File: config.mk
export PLATFORM = sky130hd
export DESIGN_NAME = decodsimples_seq
export DESIGN_NICKNAME = d
export VERILOG_FILES = /design/src/rtl/decodsimples_seq_pkg.sv /design/src/rtl/decodsimples_seq_dec_onehot.sv /design/src/rtl/decodsimples_seq.sv
export SDC_FILE = /design/constraint.sdc
export NUM_CORES = 1
export LEC_CHECK = 0
export CORE_MARGIN = 2
export CORE_UTILIZATION = 44
export CTS_CLUSTER_DIAMETER = 40
export DETAILED_ROUTE_END_ITERATION = 8
export GPL_TIMING_DRIVEN = 0
export PLACE_DENSITY = 0.65
export RECOVER_POWER = 25
export SKIP_CTS_REPAIR_TIMING = 1
export SYNTH_ARGS = -nofsm -noshare
export SYNTH_HDL_FRONTEND = slang
export SYNTH_SLANG_ARGS = --single-unit
File: constraint.sdc
create_clock -name clock -period 4.19 [get_ports clock]
set_clock_uncertainty 0.15 [all_clocks]
set_input_delay 1.0475 -clock clock [delete_from_list [all_inputs] [get_ports clock]]
set_output_delay 1.0475 -clock clock [all_outputs]
set_load 0.01 [all_outputs]
File: src/rtl/decodsimples_seq_pkg.sv
// rtl/decodsimples_seq_pkg.sv - shared state encoding and counter width for the sequential decoder
package decodsimples_seq_pkg;

   localparam int CNT_W = 8;

   typedef enum logic {
      S_IDLE   = 1'b0,
      S_ACTIVE = 1'b1
   } state_t;

endpackage

File: src/rtl/decodsimples_seq_dec_onehot.sv
// rtl/decodsimples_seq_dec_onehot.sv - combinational N to 2**N one-hot decoder
module decodsimples_seq_dec_onehot #(
   parameter int N = 2
) (
   input  logic [N-1:0]    code,
   output logic [2**N-1:0] y
);

   always_comb begin
      y       = '0;
      y[code] = 1'b1;
   end

endmodule

File: src/rtl/decodsimples_seq.sv
// rtl/decodsimples_seq.sv - sequential one-hot decoder with hold timer and one-entry pending buffer
module decodsimples_seq
   import decodsimples_seq_pkg::*;
#(
   parameter int N    = 2,
   parameter int HOLD = 4
) (
   input  logic            clock,
   input  logic            reset,
   input  logic [N-1:0]    code,
   input  logic            en,
   output logic            ready,
   output logic [2**N-1:0] y,
   output logic            valid,
   output logic            done
);

   localparam logic [CNT_W-1:0] RELOAD = CNT_W'(HOLD - 1);

   state_t             state;
   logic [CNT_W-1:0]   cnt;
   logic               pend_full;
   logic [N-1:0]       pend_code;
   logic [2**N-1:0]    code_oh;
   logic [2**N-1:0]    pend_oh;
   logic               accept;

   decodsimples_seq_dec_onehot #(.N(N)) u_dec_code (
      .code (code),
      .y    (code_oh)
   );

   decodsimples_seq_dec_onehot #(.N(N)) u_dec_pend (
      .code (pend_code),
      .y    (pend_oh)
   );

   assign ready  = ~pend_full;
   assign accept = en & ready;
   assign done   = (state == S_ACTIVE) && (cnt == '0);

   always_ff @(posedge clock or posedge reset) begin
      if (reset) begin
         state     <= S_IDLE;
         cnt       <= '0;
         pend_full <= 1'b0;
         pend_code <= '0;
         y         <= '0;
         valid     <= 1'b0;
      end else begin
         case (state)
            S_IDLE: begin
               if (accept) begin
                  state <= S_ACTIVE;
                  y     <= code_oh;
                  valid <= 1'b1;
                  cnt   <= RELOAD;
               end
            end
            S_ACTIVE: begin
               if (cnt != '0) begin
                  cnt <= cnt - 1'b1;
                  if (accept) begin
                     pend_full <= 1'b1;
                     pend_code <= code;
                  end
               // Last cycle of a burst: a queued code wins over a live request
               end else if (pend_full) begin
                  y         <= pend_oh;
                  cnt       <= RELOAD;
                  pend_full <= 1'b0;
               end else if (accept) begin
                  y   <= code_oh;
                  cnt <= RELOAD;
               end else begin
                  state <= S_IDLE;
                  y     <= '0;
                  valid <= 1'b0;
               end
            end
            default: state <= S_IDLE;
         endcase
      end
   end

endmodule

After elaboration in Yosys (flattened, before gate mapping)
Cells that the tools add are included.
Widths: inputs -> output; s select.
{"block": "classes", "reduce_logical": 9, "bitwise_logic": 3, "n_addsub": 1, "eq_ne": 5, "mux": 23, "n_lt_le_gt_ge": 4}
{"cell": "$mux 8", "n": 3}
{"cell": "$mux 4", "n": 4}
{"cell": "$pmux 8 s2", "n": 1}
{"cell": "$mux 1", "n": 10}
{"cell": "$ne 2x2->1 const B", "n": 5}
{"cell": "$logic_not 8->1", "n": 1}
{"cell": "$pmux 4 s2", "n": 1}
{"cell": "$reduce_bool 8->1", "n": 1}
{"cell": "$sub 8x1->8 const B", "n": 1}
{"cell": "$lt 2x3->1 const B", "n": 2}
{"cell": "$demux 1 s2", "n": 2}
{"cell": "$ge 2x1->1 const B", "n": 2}
{"cell": "$pmux 1 s2", "n": 2}
{"cell": "$reduce_and 2->1", "n": 2}
{"cell": "$reduce_and 4->1", "n": 1}
{"cell": "$logic_and 1x1->1", "n": 3}
{"cell": "$reduce_and 3->1", "n": 1}
{"cell": "$not 1->1", "n": 2}
{"cell": "$and 1x1->1", "n": 1}
{"block": "totals", "wordCells": 51, "output_inout_bits": 7, "register_bits": 17, "inputBits": 5}

Longest topological paths before layout
{"block": "logic_depth", "depth_word": 8, "mapped_depth": 5, "depth_no_buf": 5}

By module
A second synthesis with hierarchy kept.
{"block": "unflattened", "cells_unflattened": 91, "hier_area_um2": 992.2}
{"module": "decodsimples_seq", "area_each_um2": 939.7, "cells_per_inst": 83, "instances": 1}
{"module": "decodsimples_seq_dec_onehot", "area_each_um2": 26.3, "cells_per_inst": 4, "instances": 2}

Least setup slack after synthesis
OpenSTA, ideal clock, no wires.
{"block": "synth_path", "path_type": "register to output", "start": "reg cnt[0]", "end": "out done", "stages_incl_launch_ff": 5, "path_slack_ns": 1.646, "arrival_time_ns": 1.347, "cell_sequence": "dfrtp_1 inv_1 ha_1 or4b_4 nor3_2"}
{"block": "synth_via", "elab_chain_cells": 2}
{"element": "start: declaration", "line": "decodsimples_seq.sv:21", "text": "logic [CNT_W-1:0] cnt;"}
{"element": "start signal: assignment", "line": "decodsimples_seq.sv:62", "text": "cnt <= cnt - 1'b1;"}
{"element": "$logic_not 8->1", "line": "decodsimples_seq.sv:40", "text": "assign done = (state == S_ACTIVE) && (cnt == '0);"}
{"element": "$logic_and 1x1->1", "line": "decodsimples_seq.sv:40"}
{"element": "end: declaration", "line": "decodsimples_seq.sv:15", "text": "output logic done"}
No other way between the ends.

Worst setup path after layout
Ends and elaborated chain as after synthesis.

==> out/qor.txt <==
Status -> finished clean
Ys flop type -> dfrtp_1
Syn_area_per_cell -> 10.01 µm²
Iter 0 DRT Violations -> 15
All-layer global routing usage -> 0.1888
Largest area contributor in the netlist -> dfrtp_1
Seq/Total Area, Yosys -> 0.4048
Share of cells above drive strength 1 -> 0.1083
Worst Path Arrival -> 2.34 ns
Seq cells post-synth -> 17
Final ANT Viol Nets -> 0
TritonRoute pass-1 iters -> 4
Final Max Slew Viols -> 0
Clock Latency Late Sink -> 0.29 ns
Syn nets -> 112
Pleak -> 0.5114 nW
Async set-reset flop share out of synthesis -> 1.000
Dpl cells -> 144
HP Class -> reg2reg
CP Cell Sequence -> inv_1, ha_1, or4b_1, nor3_2, clkdlybuf4s50_1
TritonCTS clock tree -> built
Ant diodes -> 0
Worst Tran Pin Value -> 0.7014 ns
Max VDD drop -> 0.3544 mV
Delay-heaviest family, CP -> simple AND/OR/NAND/NOR gates
Post-Route WL -> 2259 µm
Initial antenna violation count -> 0
Mapped Area -> 0.001051 mm²
Final net count -> 128
Vias/cell -> 6.034
Largest net degree at the start of global routing -> 18
Vias in the first global route -> 828
Cells after Synth -> 105
Drt drc -> 0
Row count -> 17
Yosys cell types -> 44
Per-cell routed wire length -> 15.26 µm
Worst Path Max Fanout -> 5
Fin Setup TNS -> 0 ns
Final Non-Filler Cells -> 148
CTS max path bufs -> 2
I/O pins -> 12
Total Power -> 0.7910 mW
Slew headroom -> 0.5281
Clock transition at path regs -> 0.10 ns
Layout area overhead -> 15.95%
Unrepaired setup endpoints after global routing -> false
H-tree level count -> 1
Grt ovf -> 0
Count of final setup violators -> 0
Crit path required time -> 2.99 ns
Hold path endpoint -> valid$_DFFE_PP0P_
Min-delay src -> valid$_DFFE_PP0P_
R2R Path Start -> cnt[0]$_DFF_PP0_
Footprint of the multi-input gates -> 566.8 µm²
Synth top area cells -> dfrtp_1 40%, a31oi_1 3.0%, a211oi_1 2.9%
Slowest stage cell, crit path -> or4b_1
Reg2reg path depth -> 5
Top-area cell type share of the netlist area -> 0.4048
Die H -> 52.88 µm
PwrDens -> 649.1 mW/mm²
R2R Setup Slk -> 2.16 ns
CTS buffer count -> 3
Clock root buffer -> clkbuf_4
Die ar. -> 0.002796 mm²
FMAX -> 282.6 MHz
Critical path's largest stage delay -> 0.57 ns
PortBufs -> 11
EDFF count, synth -> 0
Yosys warning count -> 0
Min Tclk post-route -> 3.539 ns
Floorplan Core Area -> 0.002233 mm²
Gpl congestion -> 0.7860
Initial core utilization -> 0.4706
Reg2reg end -> cnt[4]$_DFF_PP0_
Sequential Area -> 425.4 µm²
Fin. Hold Viols -> 0
Nature of the critical path endpoint -> output port
Final period util -> 0.8446
MaxCap Viol Count -> 0
Vias after detailed routing -> 893
Crit path kind -> reg2out
Worst Hold Depth -> 2
Num Clock Sinks -> 17
Worst Setup Start Kind -> flip-flop
Width of the die -> 52.88 µm
Buf+Inv Stages, Crit Path -> 2
Fillers -> 211
Hpwl dp -> 1629 µm
Fin Hold WS -> 0.3814 ns
First-pass GRT wire length -> 3795 µm
cells in the mapped netlist (all sizes together), types with 3 or more instances:
| cell type | instances |
|---|---|
| a31oi | 5 |
| nor2 | 5 |
| nor3b | 3 |
| o21ai | 4 |
| nor3 | 5 |
| dfrtp | 17 |
| clkbuf | 4 |
| inv | 5 |
| and3 | 4 |
| nand2 | 4 |
| buf | 3 |
| a211oi | 5 |
| nor2b | 4 |
| a21oi | 4 |
| o211ai | 4 |
cell usage in the layout, fill, tap and decap left out, types with 2 or more instances in the layout:
master / instances
a211o_1: 2
a211oi_1: 4
a21oi_1: 4
a31oi_1: 5
and3_1: 4
buf_2: 2
clkbuf_1: 5
clkbuf_4: 3
clkdlybuf4s50_1: 10
dfrtp_1: 17
ha_1: 2
inv_1: 4
mux2_1: 2
nand2_1: 4
nand4b_1: 2
nor2_1: 5
nor2b_1: 4
nor3_1: 3
nor3_2: 2
nor3b_1: 3
o211ai_1: 4
o21ai_0: 4
stage by stage:
stage / utilization / cell area (µm²) / setup slack, ns
final: 0.5457 / 1219 / 0.6511
after CTS: 0.5473 / 1222 / 0.7096
after floorplan: - / 1051 / 1.646
after global placement: 0.5356 / 1196 / 1.065
after detailed placement: 0.5356 / 1196 / 1.056
after global routing: 0.5457 / 1219 / 0.5573
power breakdown:
part / internal (mW) / switching [mW]
registers: 0.236 / 0.0651
clock network: 0.0370 / 0.0526
logic: 0.196 / 0.204
total: 0.469 / 0.322
worst reg2reg max path: stages (launching register included):
cell       delay [ns]
dfrtp_1          0.43
inv_1            0.10
ha_1             0.22
nor4b_4          0.51
a2111oi_0        0.20
a2111o_1         0.32
worst max path at each step:
stage | endpoint | from | slack [ns] | cells after the start
after CTS | done | cnt[0]$_DFF_PP0_ | 0.71 | 5
final | done | cnt[0]$_DFF_PP0_ | 0.65 | 5
after floorplan | done | cnt[0]$_DFF_PP0_ | 1.65 | 4
after global routing | done | cnt[0]$_DFF_PP0_ | 0.56 | 5
after global placement | done | cnt[0]$_DFF_PP0_ | 1.07 | 5
after detailed placement | done | cnt[0]$_DFF_PP0_ | 1.06 | 5
sequential cells by signal, indices dropped and copies added, names as in the netlist:
signal and count:
pend_code 2, y 4, pend_full 1, cnt 8, state 1, valid 1
layer usage:
metal,up-vias,share of wire,wire length (µm),track usage
li1,435,-,-,-
met1,441,0.51,1162,0.2706
met2,15,0.45,1017,0.2854
met3,2,0.026,58,0.03390
met4,0,0.0093,21,0.06410
met5,-,0,0,0
logic make-up (layout without fill, tap and decap cells):
logic type	after synthesis	in the layout	synth area share
simple gates	37	37	0.2500
fa+ha+maj	2	2	0.02381
mux	2	2	0.02143
compound gates	34	34	0.2393
buf+inv	12	27	0.05237
flops	17	17	0.4048
xor+xnor	1	1	0.008335
area by class of cell:
type,instances,area share
Inverter,5,0.01540
Timing Repair Buffer,11,0.09035
Multi-Input combinational cell,76,0.4651
Clock buffer,4,0.02156
Sequential cell,17,0.3491
Tap cell,28,0.02875
Buffer,7,0.02977
Power figures use the tool's default switching activity.
==> RTL edit 1 (same flow settings) <==
Make the reset (`reset`) synchronous in one clocked block.
--- a/src/rtl/decodsimples_seq.sv
+++ b/src/rtl/decodsimples_seq.sv
@@ -41,3 +41,3 @@
 
-   always_ff @(posedge clock or posedge reset) begin
+   always_ff @(posedge clock) begin
       if (reset) begin
Behaviour: differs if reset is asserted again (counterexample within 4 cycles, from zero or initial values and one cycle with reset high); with reset held inactive, the same outputs for 10 cycles.
==> RTL edit 1 against the original RTL <==
  * First-iteration DRC count rose by 27%
  * Die area fell by 11%
  * Count of clock-buffer cells in the layout did not move
  * Routed wire length fell by 3.6%
  * Synthesized area fell by 12%
  * Fmax fell by 0.20%
  * Setup slack got worse by 0.0071 ns
  * Cell area fell by 10%
  * Highest routed layer unchanged
  * Sequential cell count did not move
  * Critical path depth did not move
Power is not compared: it rests on default switching activity, and its combinational part moved more than twofold at a synthesized area within 25%.
==> RTL edit 1: results (changes against the original RTL) <==
FILL cells - 203 (was 211)
Count of antenna diodes in the layout - 0 (unchanged)
Post-detailed-route wirelength per cell - 15.13 um (was 15.26 um)
Sequential share of the synthesized area - 0.3686 (was 0.4048)
Worst endpoint data arrival time - 2.35 ns
Multi-input gate area - 531.8 um2 (was 566.8 um2)
Top cells by area in the synthesized netlist - dfxtp_1, a311oi_1, a211o_1 (was dfrtp_1, a31oi_1, a211oi_1)
Number of combinational gates with multiple inputs - 73 (was 76)
CP max FO - 4 (was 5)
Worst-case register-to-register setup slack - 2.14 ns (was 2.16 ns)
Leading cell types by count after synthesis - dfxtp_1, a311oi_1, a21oi_1 (was dfrtp_1, a31oi_1, nor2_1)
Inserted Clock Buffers - 3 (unchanged)
Routed length on met2 - 997 um (was 1.017 mm)
Worst hold start - valid (unchanged)
Xor-xnor portion of the synthesized cell area - 0 (was 0.008333)
Clk slew on worst S/H paths - 0.10 ns (about the same)
Met3 routed WL - 100 um (was 58 um)
Synth async-reset ratio - 0 (was 1.000)
Half-perimeter wire length after placement - 1.532 mm (was 1.629 mm)
DP Worst Slack - 0.9541 ns (was 1.056 ns)
Cell type of the slowest stage on the worst timing path - clkdlybuf4s50_1 (was or4b_1)
Number of nets in the layout - 125 (was 128)
Synth Net Count - 109 (was 112)
Number of antenna violations at the first check in global routing - 0 (unchanged)
Distinct cell type count after synthesis - 38 (was 44)
Total global routing track utilization - 0.1949 (was 0.1888)
Fraction of layout instances using a drive strength above 1 - 0.1197 (was 0.1083)
Vias - 855 (was 893)
Maximum number of pins on one net before global-route repair - 11 (was 18)
Fraction of area in multi-input gates - 0.4863 (was 0.4651)
Path class of the lowest-slack min-delay path - register to register (unchanged)
Run status - complete, no violations (unchanged)
Critical Path Start - cnt[0] (unchanged)
Clock network area share - 0.02403 (was 0.02156)
Gp weighted congestion - 0.7806 (was 0.7860)
Number of max-slew violations in the final report - 0 (unchanged)
FF-to-FF End - cnt[1] (was cnt[4])
Longest individual stage delay on the worst path - 0.61 ns (was 0.57 ns)
Signal buf overhead - 0.1304 (was 0.1201)
End point of the most critical hold path - valid (unchanged)
Multiplexer share of the synthesized area - 0.02168 (was 0.02143)
Clk buf depth - 2 (unchanged)
Share of synthesized cell area in full adder, half adder and majority cells - 0.02710 (was 0.02381)
Worst rel slew slack - 0.5293 (was 0.5281)
Synth Area in Compound Gates - 0.2846 (was 0.2393)
Top delay family on crit path - simple AND/OR/NAND/NOR gates (unchanged)
Wire length of the first global-routing pass - 3.691 mm (was 3.795 mm)
Area of placed instances - 0.001067 mm2 (was 0.001196 mm2)
Detailed-routing iteration count for the pre-antenna-repair pass - 5 (was 4)
Via count of the first global-routing pass - 790 (was 828)
Most common cell in the synthesized netlist - dfxtp_1 (was dfrtp_1)
Flip-flop and latch share of the layout cell area - 0.3112 (was 0.3491)
Metal1 wirelength - 1.036 mm (was 1.162 mm)
Violation count after the first detailed-route iteration - 19 (was 15)
RTL edit 1: changes by cell type after synthesis, sizes merged, moves of 3 or more:
cell | unedited run | this run
dfrtp | 17 | 0
a211oi | 5 | 2
or4 | 1 | 4
a31oi | 5 | 0
or2 | 0 | 3
nor3 | 5 | 2
and3 | 4 | 0
nand2b | 1 | 5
a21oi | 4 | 8
a311oi | 0 | 8
dfxtp | 0 | 17
RTL edit 1: how the worst max path moves through the flow:
stage	endpoint	slack, ns
final	done	0.64
after global routing	done	0.49
after CTS	done	0.62
after detailed placement	done	0.95
after global placement	done	0.94
after floorplan	done	1.49
RTL edit 1: cell families after synthesis:
kind of cell,Yosys count
AO/OA/AOI/OAI,35
buffers and inverters,12
flip-flops,17
AND/OR/NAND/NOR,34
adder cells (fa/ha/maj),2
multiplexers,2
RTL edit 1: worst register-to-register path, stage by stage (launching register included):
cell and delay, ns:
dfxtp_1 0.35, inv_1 0.08, ha_1 0.18, or4b_1 0.49
o31ai_1 0.50, a221oi_1 0.17
RTL edit 1: routing by layer:
layer	GRT usage	up-vias
met5	0	-
met4	0.06944	0
met3	0.03030	7
met2	0.2889	20
met1	0.2846	400
li1	-	428
RTL edit 1: per-stage QoR:
stage                     hold WS (ns)  cells
after floorplan                 0.3269    102
after CTS                       0.3787    144
final                           0.3798    144
after global placement          0.3423    140
after global routing            0.4163    144
after detailed placement        0.3398    140
RTL edit 1: power by group through the flow:
stage	combinational, mW	sequential [mW]	clock [mW]
floorplan	0.0839	0.193	0
global placement	0.128	0.192	0
detailed placement	0.129	0.193	0
CTS	0.130	0.189	0.0924
global route	0.143	0.192	0.102
finish	0.129	0.189	0.0918
==> RTL edit 2 (same settings) <==
Without the edit above. `N` is set to 2 in 2 places; all go to 4. Comments in the files are not updated.
--- a/src/rtl/decodsimples_seq_dec_onehot.sv
+++ b/src/rtl/decodsimples_seq_dec_onehot.sv
@@ -2,3 +2,3 @@
 module decodsimples_seq_dec_onehot #(
-   parameter int N = 2
+   parameter int N = 4
 ) (
--- a/src/rtl/decodsimples_seq.sv
+++ b/src/rtl/decodsimples_seq.sv
@@ -4,3 +4,3 @@
 #(
-   parameter int N    = 2,
+   parameter int N    = 4,
    parameter int HOLD = 4
Ports: changed (resized code and y); port bits go from 12 to 26. The function was not compared with the original's and may differ.
==> RTL edit 2 against the original RTL <==
  * Synthesized area grew 57%
  * Via count is 59% higher
  * Largest power group is now sequential cells
  * First-iteration DRC count increased to 4.4 times the old value
  * Core utilization up 2.5 points
  * Sequential power increased by 8.0%
  * Cell area increased by 70%
  * Global-route usage rose by 1.4 points
  * Total power is 11% lower
  * Routed wire length grew 65%
  * Sequential cell count rose by 14
  * Sequential share of layout area is 2.5 points higher
  * Setup slack lost 0.040 ns
  * Largest cell class is now flip-flops and latches
  * Critical path depth shrank 2
  * Register-to-register slack lost 0.21 ns
==> RTL edit 2: results (changes against the original RTL) <==
Via count normalized by instance count - 5.719 (was 6.034)
Number of stages on the worst hold path - 1 (was 2)
Inserted Clock Buffers - 5 (was 3)
Gp weighted congestion - 0.9104 (was 0.7860)
Maximum number of pins on one net before global-route repair - 32 (was 18)
Worst hold start - y[7] (was valid)
Vias - 1424 (was 893)
FILL cells - 348 (was 211)
CP Class - register to output port (unchanged)
Htree depth - 2 (was 1)
Area of placed instances - 0.001958 mm2 (was 0.001196 mm2)
Sequential share of the synthesized area - 0.4708 (was 0.4048)
Distinct cell type count after synthesis - 38 (was 44)
Worst-case register-to-register setup slack - 1.95 ns (was 2.16 ns)
Largest registers in the final layout - y: 16 flops, cnt: 8 flops, pend_code: 4 flops (was cnt: 8 flops, y: 4 flops, pend_code: 2 flops)
Fraction of layout instances using a drive strength above 1 - 0.09453 (was 0.1083)
Post-detailed-route wirelength per cell - 14.96 um (was 15.26 um)
CP max FO - 8 (was 5)
Total global routing track utilization - 0.2026 (was 0.1888)
Wire length of the first global-routing pass - 6.582 mm (was 3.795 mm)
Cell count after placement - 241 (was 144)
FF-to-FF End - y[3] (was cnt[4])
Slew at the pin closest to its max-slew limit - 1.130 ns (was 0.7014 ns)
Synth Net Count - 177 (was 112)
Peak supply drop - 0.0001736 V (was 0.0003544 V)
Clk slew on worst S/H paths - 0.07 ns (was 0.10 ns)
Mapped Cells - 168 (was 105)
Switching power total - 160.1 uW (was 322.1 uW)
Violation count after the first detailed-route iteration - 66 (was 15)
Cell depth of the worst flop-to-flop path - 7 (was 5)
RR Startpoint - cnt[0] (unchanged)
Number of nets in the layout - 209 (was 128)
Run status - complete, no violations (unchanged)
Cell chosen for the clock root - clkbuf_8 (was clkbuf_4)
Top cells by area in the synthesized netlist - dfrtp_1, a221oi_1, a21oi_1 (was dfrtp_1, a31oi_1, a211oi_1)
Worst endpoint data arrival time - 2.38 ns (was 2.34 ns)
IO Port Bufs - 25 (was 11)
Leading cell types by count after synthesis - dfrtp_1, inv_1, a21oi_1 (was dfrtp_1, a31oi_1, nor2_1)
Half-perimeter wire length after placement - 2.756 mm (was 1.629 mm)
Clock latency reported for the late side of the worst-skew pair - 0.28 ns
Leakage power - 0.9329 nW (was 0.5114 nW)
End point of the most critical hold path - y[7] (was valid)
[RTL edit 2: changes by cell type after synthesis, sizes merged, moves of 14 or more]
cell / unedited run / this run
inv: 5 / 21
a21oi: 4 / 20
dfrtp: 17 / 31
a221oi: 0 / 15
[RTL edit 2: how the worst max path moves through the flow]
| stage | start | end | slack, ns | cells after the start |
|---|---|---|---|---|
| after floorplan | cnt[2] | done | 1.50 | 2 |
| after global placement | cnt[2] | done | 0.96 | 3 |
| after detailed placement | cnt[2] | done | 1.02 | 3 |
| after CTS | cnt[2] | done | 0.68 | 3 |
| after global routing | cnt[2] | done | 0.49 | 3 |
| final | cnt[2] | done | 0.61 | 3 |
[RTL edit 2: power groups by stage]
stage          clock network, mW  logic [mW]  registers (mW)
4_1_cts                    0.315      0.0740           0.325
3_5_place_dp                   0      0.0736           0.331
3_3_place_gp                   0      0.0714           0.330
6_report                   0.304      0.0714           0.325
5_1_grt                    0.328      0.0795           0.327
2_1_floorplan                  0      0.0363           0.332
[RTL edit 2: worst max-delay path, stage by stage, from the launching register on]
cell             delay, ns
dfrtp_1               0.46
or4_1                 0.68
nor4_1                0.35
clkdlybuf4s50_1       0.61
[RTL edit 2: per-layer routing]
metal | global-route usage | up-vias | share of wire
met5 | 0 | - | 0
met4 | 0.07292 | 0 | 0.019
met3 | 0.04623 | 7 | 0.050
met2 | 0.3367 | 50 | 0.51
met1 | 0.2586 | 680 | 0.42
li1 | - | 687 | -
[RTL edit 2: layout make-up]
type | count | area (um2) | area share
Sequential cell | 31 | 775.7 | 0.3744
Multi-Input combinational cell | 110 | 765.7 | 0.3696
Timing Repair Buffer | 25 | 250.2 | 0.1208
Clock buffer | 6 | 82.58 | 0.03986
Inverter | 22 | 82.58 | 0.03986
Tap cell | 48 | 60.06 | 0.02899
Clock inverter | 2 | 35.03 | 0.01691
Buffer | 5 | 20.02 | 0.009662
[RTL edit 2: logic make-up after synthesis]
group           count (synthesis)  share of synthesized area
compound gates                 55                     0.2361
simple gates                   47                     0.1655
flops                          31                     0.4708
buf+inv                        27                    0.06226
mux                             6                    0.05011
fa+ha+maj                       2                    0.01518
[RTL edit 2: metrics by stage]
step / power (mW) / hold slack [ns] / setup WS (ns)
2_1_floorplan: 0.3686 / 0.3580 / 1.499
3_3_place_gp: 0.4013 / 0.3402 / 0.9629
3_5_place_dp: 0.4043 / 0.3411 / 1.019
4_1_cts: 0.7141 / 0.3557 / 0.6816
5_1_grt: 0.7339 / 0.3820 / 0.4949
6_report: 0.7006 / 0.3455 / 0.6109
